<file path="src/rtl/mult_ctrl_pkg.sv">
// Shared constants, controller state encoding and the round-robin pick used
// by the multiplier-sharing arbiter.
package mult_ctrl_pkg;

   localparam int NREQ = 4;
   localparam int OPW  = 4;
   localparam int IDW  = 2;
   localparam int ZW   = 2 * OPW;

   typedef enum logic [1:0] {
      IDLE = 2'd0,
      CALC = 2'd1,
      HOLD = 2'd2
   } state_t;

   typedef struct packed {
      logic           hit;
      logic [IDW-1:0] idx;
   } rr_sel_t;

   // Lowest offset from ptr wins, so scan the offsets from the far end down.
   function automatic rr_sel_t rr_select(input logic [NREQ-1:0] vld,
                                         input logic [IDW-1:0]  ptr);
      rr_sel_t        sel;
      logic [IDW-1:0] k;
      sel.hit = 1'b0;
      sel.idx = '0;
      for (int n = NREQ - 1; n >= 0; n--) begin
         k = ptr + IDW'(n);
         if (vld[k]) begin
            sel.hit = 1'b1;
            sel.idx = k;
         end
      end
      return sel;
   endfunction

endpackage

</file>
<file path="src/rtl/mult_share_arb_if.sv">
// Requester and response handshake bundle between the requesters/consumer
// (master) and the multiplier-sharing arbiter (slave).
interface mult_share_arb_if;
   import mult_ctrl_pkg::*;

   logic [NREQ-1:0]     req_valid;
   logic [NREQ*OPW-1:0] req_a;
   logic [NREQ*OPW-1:0] req_b;
   logic [NREQ-1:0]     req_ready;
   logic                rsp_valid;
   logic [IDW-1:0]      rsp_id;
   logic [ZW-1:0]       rsp_z;
   logic                rsp_ready;

   modport master (
      output req_valid, req_a, req_b, rsp_ready,
      input  req_ready, rsp_valid, rsp_id, rsp_z
   );

   modport slave (
      input  req_valid, req_a, req_b, rsp_ready,
      output req_ready, rsp_valid, rsp_id, rsp_z
   );

endinterface

</file>
<file path="src/rtl/array_mult.sv">
// Existing combinational unsigned array multiplier: sum of shifted partial
// products, one row per multiplier bit.
module array_mult
   import mult_ctrl_pkg::*;
(
   input  logic [OPW-1:0] op_a,
   input  logic [OPW-1:0] op_b,
   output logic [ZW-1:0]  z
);

   logic [ZW-1:0] w_acc;

   always_comb begin
      w_acc = '0;
      for (int i = 0; i < OPW; i++) begin
         if (op_b[i]) begin
            w_acc = w_acc + (ZW'(op_a) << i);
         end
      end
   end

   assign z = w_acc;

endmodule

</file>
<file path="src/rtl/mult_share_arb.sv">
// Round-robin share of one array_mult among NREQ requesters. Operands and
// product are both registered so the array never touches an external path.
module mult_share_arb
   import mult_ctrl_pkg::*;
#(
   parameter int CNTW = 16
)(
   input  logic            clk,
   input  logic            rst_n,
   mult_share_arb_if.slave bus,
   output logic            busy,
   output logic [CNTW-1:0] done_count
);

   state_t          r_state;
   state_t          w_next;
   logic [IDW-1:0]  r_rr_ptr;
   logic [OPW-1:0]  r_op_a;
   logic [OPW-1:0]  r_op_b;
   logic [IDW-1:0]  r_id;
   logic            r_rsp_valid;
   logic [ZW-1:0]   r_rsp_z;
   logic [IDW-1:0]  r_rsp_id;
   logic [CNTW-1:0] r_done_count;
   rr_sel_t         w_sel;
   logic [NREQ-1:0] w_req_ready;
   logic            w_accept;
   logic [ZW-1:0]   w_z;

   assign w_sel = rr_select(bus.req_valid, r_rr_ptr);

   always_comb begin
      w_next      = r_state;
      w_req_ready = '0;
      w_accept    = 1'b0;
      case (r_state)
         IDLE: begin
            if (w_sel.hit && rst_n) begin
               w_req_ready = NREQ'(1) << w_sel.idx;
               w_accept    = 1'b1;
               w_next      = CALC;
            end
         end
         CALC: w_next = HOLD;
         HOLD: begin
            if (bus.rsp_ready) begin
               w_next = IDLE;
            end
         end
         default: w_next = IDLE;
      endcase
   end

   always_ff @(posedge clk) begin
      if (!rst_n) begin
         r_state      <= IDLE;
         r_rr_ptr     <= '0;
         r_rsp_valid  <= 1'b0;
         r_rsp_z      <= '0;
         r_rsp_id     <= '0;
         r_done_count <= '0;
      end else begin
         r_state <= w_next;
         if (w_accept) begin
            r_rr_ptr <= w_sel.idx + IDW'(1);
         end
         if (r_state == CALC) begin
            r_rsp_z     <= w_z;
            r_rsp_id    <= r_id;
            r_rsp_valid <= 1'b1;
         end
         if (r_state == HOLD && bus.rsp_ready) begin
            r_rsp_valid  <= 1'b0;
            r_done_count <= r_done_count + CNTW'(1);
         end
      end
   end

   // Operand capture is pure datapath; a reset mid-flight just leaves it stale.
   always_ff @(posedge clk) begin
      if (w_accept) begin
         r_op_a <= bus.req_a[w_sel.idx*OPW +: OPW];
         r_op_b <= bus.req_b[w_sel.idx*OPW +: OPW];
         r_id   <= w_sel.idx;
      end
   end

   array_mult u_array_mult (
      .op_a (r_op_a),
      .op_b (r_op_b),
      .z    (w_z)
   );

   assign bus.req_ready = w_req_ready;
   assign bus.rsp_valid = r_rsp_valid;
   assign bus.rsp_z     = r_rsp_z;
   assign bus.rsp_id    = r_rsp_id;
   assign busy          = (r_state != IDLE);
   assign done_count    = r_done_count;

endmodule

</file>
<file path="src/flat_wrapper.sv">
// flat-port wrapper written by rule: the top's interface ports become plain ports
module mult_share_arb_flat import mult_ctrl_pkg::*;
#(
   parameter int CNTW = 16
)
  (clk, rst_n, busy, done_count, bus_req_valid, bus_req_a, bus_req_b, bus_rsp_ready, bus_req_ready, bus_rsp_valid, bus_rsp_id, bus_rsp_z);
  mult_share_arb_if bus_i ();
  input  logic clk;
  input  logic rst_n;
  output logic busy;
  output logic [CNTW-1:0] done_count;
  input wire logic [$bits(bus_i.req_valid)-1:0] bus_req_valid;
  input wire logic [$bits(bus_i.req_a)-1:0] bus_req_a;
  input wire logic [$bits(bus_i.req_b)-1:0] bus_req_b;
  input wire logic [$bits(bus_i.rsp_ready)-1:0] bus_rsp_ready;
  output wire logic [$bits(bus_i.req_ready)-1:0] bus_req_ready;
  output wire logic [$bits(bus_i.rsp_valid)-1:0] bus_rsp_valid;
  output wire logic [$bits(bus_i.rsp_id)-1:0] bus_rsp_id;
  output wire logic [$bits(bus_i.rsp_z)-1:0] bus_rsp_z;
  assign bus_i.req_valid = bus_req_valid;
  assign bus_i.req_a = bus_req_a;
  assign bus_i.req_b = bus_req_b;
  assign bus_i.rsp_ready = bus_rsp_ready;
  assign bus_req_ready = bus_i.req_ready;
  assign bus_rsp_valid = bus_i.rsp_valid;
  assign bus_rsp_id = bus_i.rsp_id;
  assign bus_rsp_z = bus_i.rsp_z;
  mult_share_arb #(.CNTW(CNTW)) u_core (.clk(clk), .rst_n(rst_n), .bus(bus_i), .busy(busy), .done_count(done_count));
endmodule
</file>
<file path="config.mk">
export PLATFORM = sky130hd
export DESIGN_NAME = mult_share_arb_flat
export DESIGN_NICKNAME = d
export VERILOG_FILES = /design/src/rtl/mult_ctrl_pkg.sv /design/src/rtl/mult_share_arb_if.sv /design/src/rtl/array_mult.sv /design/src/rtl/mult_share_arb.sv /design/src/flat_wrapper.sv
export SDC_FILE = /design/constraint.sdc
export NUM_CORES = 1
export LEC_CHECK = 0
export CELL_PAD_IN_SITES_DETAIL_PLACEMENT = 1
export CELL_PAD_IN_SITES_GLOBAL_PLACEMENT = 2
export CORE_MARGIN = 4
export CORE_UTILIZATION = 31
export CTS_CLUSTER_DIAMETER = 30
export DETAILED_ROUTE_END_ITERATION = 10
export GPL_TIMING_DRIVEN = 0
export MAX_ROUTING_LAYER = met4
export PLACE_DENSITY = 0.89
export SETUP_SLACK_MARGIN = 0.1
export SLEW_MARGIN = 20
export SYNTH_ARGS = -nofsm -noshare
export SYNTH_HDL_FRONTEND = slang
export SYNTH_SLANG_ARGS = --single-unit
</file>
<file path="constraint.sdc">
create_clock -name clk -period 6.75 [get_ports clk]
set_input_delay 2.025 -clock clk [delete_from_list [all_inputs] [get_ports clk]]
set_output_delay 2.025 -clock clk [all_outputs]
set_load 0.01 [all_outputs]
</file>
==> reports/metrics.yaml <==
setup_path:
  required_ps: 4720
  cp_num_buf_inv: 4
  cp-start-kind: "primary input"
  end_kind: "output pin"
  cp.depth: 9
  arrival_ps: 4320
  criticalPathCategory: "in2out"
  cp_top_family: "buffers and inverters"
  critPathSlowestCell: "clkdlybuf4s50_1"
  crit_chain: "clkdlybuf4s50_1 -> mux2i_1 -> nor2_1 -> a311oi_1 -> buf_4 -> inv_2 -> ha_1 -> and2_1 -> clkdlybuf4s50_1"
  r2r_cells: 16
  worstPathMaxFanout: 12
  slowest_delay_ps: 500
  critPathMostFrequentCell: "clkdlybuf4s50_1"
sta:
  setup_tns_ps: 0
  finalCritPeriodShare_pct: 93.96
  finalClockSkew_ps: 7.189
  fmax_ghz: 0.1577
  setup-violations-final: 0
  layout_min_cycle_time_ps: 6342
  relSlewSlack_pct: 54.39
  hold_viol_final: 0
  final-max-slew-violation-count: 0
  rsz0062_at_grt: "no"
  worst_pin_slew_ps: 681.9
synth:
  synth_flop_cell: "dfxtp_1"
  yosysTopAreaCell: "dfxtp_1"
  synth_most_common_cell: "dfxtp_1"
  synth_edf_count: 10
  ys_types: 49
  ys_warn_count: 0
  synth_area_per_cell_um2: 9.408
  syn_inst: 266
  synthTopCellsByArea: "dfxtp_1, edfxtp_1, mux2i_1"
  synth_top_cell_area_share_pct: 24.80
  synth_commonest_cells: "dfxtp_1, mux2i_1, nand2_1, nor2_1, a21oi_1"
  netlist_area_um2: 2502
  synth_nets: 324
  seq_area_frac_synth_pct: 36.80
  async_reset_ff_share_pct: 0
  synth_seq_cells: 41
route:
  finalWirelength_mm: 6.612
  drt_iter0_drc: 56
  drc: 0
  via_per_inst: 4.872
  drtAntennaViolNets: 0
  routedWlPerCell_um: 14.86
  first_pass_iters: 4
  vias: 2168
placed_design:
  dp_hpwl_mm: 5.338
  gp_congestion: 0.7834
  portBuffers: 69
clocking:
  clk_path_buf_depth: 2
  clk_latency_ps: 300
  cts_sinks: 41
  cts_max_level: 2
  hold_buffers: 0
  clk_pin_slew_ps: 90
  cts_root_buffer: "clkbuf_8"
  post-cts-setup-buffers: 0
  cts_buffers: 5
  ctsResizeCount: 0
  cts_tree: "done"
floorplan:
  rows: 32
  coreArea_um2: 7807
  start_util_pct: 32.05
  io-pin-count: 71
  die_w_um: 97.85
  die_area_um2: 9574
  dieHeight_um: 97.85
run:
  cap_violations: 0
global_route:
  overflow: 0
  grt_pass1_wl_mm: 11.07
  grt_pass1_vias: 2329
  grt.total_usage_pct: 14.55
  antenna_found_initial: 0
  grt_start_max_net_pins: 18
finish:
  drive_above_1_share_pct: 6.706
  diodes: 0
  layout.nets: 400
  final_core_util_pct: 43.96
  fillers: 913
  area_growth_pct: 37.15
hold_path:
  hold_depth: 2
  hold_class: "reg2reg"
run_status:
  outcome: "complete, no violations"
power:
  p_leak_uw: 0.001374
  powerDensity_nw_per_um2: 207.7
  irDropWorstVdd_mv: 0.1015
[sequential cells by signal (all words and copies together) (netlist names)]
| name | flops |
|---|---|
| u_core.done_count | 16 |
| u_core.bus.rsp_z | 8 |
| u_core.r_op_a | 4 |
| u_core.r_op_b | 4 |
| u_core.bus.rsp_id | 2 |
| u_core.r_id | 2 |
| u_core.r_rr_ptr | 2 |
| u_core.r_state | 2 |
| u_core.bus.rsp_valid | 1 |
[kinds of logic (layout without fill, tap and decap cells)]
logic type | count (synthesis) | in the layout | synth area share (%)
AO/OA/AOI/OAI | 38 | 38 | 9.200
flip-flops | 41 | 41 | 36.80
buffers and inverters | 24 | 101 | 4.950
adder cells (fa/ha/maj) | 19 | 19 | 10.40
multiplexers | 31 | 31 | 12.45
AND/OR/NAND/NOR | 94 | 94 | 19.55
XOR/XNOR | 19 | 19 | 6.650
[layout make-up]
class,count,area [um2],share of cell area (%)
inverters,14,52.55,1.531
clock inverters,1,8.758,0.2552
plain buffers,10,71.32,2.078
multi-input cells,201,1464,42.65
repair buffers,69,690.7,20.12
well taps,102,127.6,3.719
flip-flops and latches,41,920.9,26.83
clock buffers,7,96.34,2.807
[metal layers]
metal  vias up  part of all wire, %  global-route usage (%)
li1       1072                    -                       -
met1      1055                   44                   17.10
met2        36                   52                   25.55
met3         5                  3.1                   2.357
met4         0                  1.2                   4.153
met5         -                    0                       -
[power by group]
| part | switching [uW] | internal, uW | total, uW |
|---|---|---|---|
| Sequential | 21.4 | 274 | 295 |
| Combinational | 112 | 121 | 234 |
| Clock | 89.6 | 94.5 | 184 |
[worst paths after layout]
path / startpoint / endpoint / slack, ps
setup / recovery: bus_req_valid[0] / bus_req_ready[2] / 410
hold / removal: u_core.bus.rsp_z[2] / u_core.bus.rsp_z[2] / 470
setup reg to reg: u_core.r_op_a[1] / u_core.bus.rsp_z[7] / 2730
hold reg to reg: u_core.bus.rsp_z[2] / u_core.bus.rsp_z[2] / 470
[through the flow]
| stage | setup WS, ps | area [um2] | hold slack (ps) | total power, uW | std cells |
|---|---|---|---|---|---|
| after floorplan | 1526 | 2502 | 448.2 | 448.1 | 266 |
| after CTS | 357.5 | 3426 | 470.7 | 723.4 | 445 |
| after detailed placement | 357.4 | 3321 | 458.4 | 536.4 | 437 |
| final | 407.7 | 3432 | 466.9 | 713.0 | 445 |
| after global placement | 389.4 | 3321 | 445.5 | 526.4 | 437 |
| after global routing | 233.7 | 3432 | 497.0 | 763.5 | 445 |
[worst min-delay path, cell delays in order (launching register included)]
cell and delay [ps]:
dfxtp_1 320, nand2_1 50, a21oi_1 50
[cell usage in the layout (no fill, tap or decap), types with 5 or more instances in the layout]
master,synthesis,layout
clkdlybuf4s50_1,0,69
dfxtp_1,31,31
nor2_1,25,25
ha_1,16,16
clkbuf_8,0,7
xnor2_1,7,7
inv_1,12,12
nand2b_1,7,7
nand2_1,25,25
mux2i_1,30,30
edfxtp_1,10,10
and2_1,7,7
a21oi_1,18,18
xor2_1,12,12
nand4_1,7,7
nand3_1,5,5
o21ai_0,5,5
(Power assumes the default switching activity.)
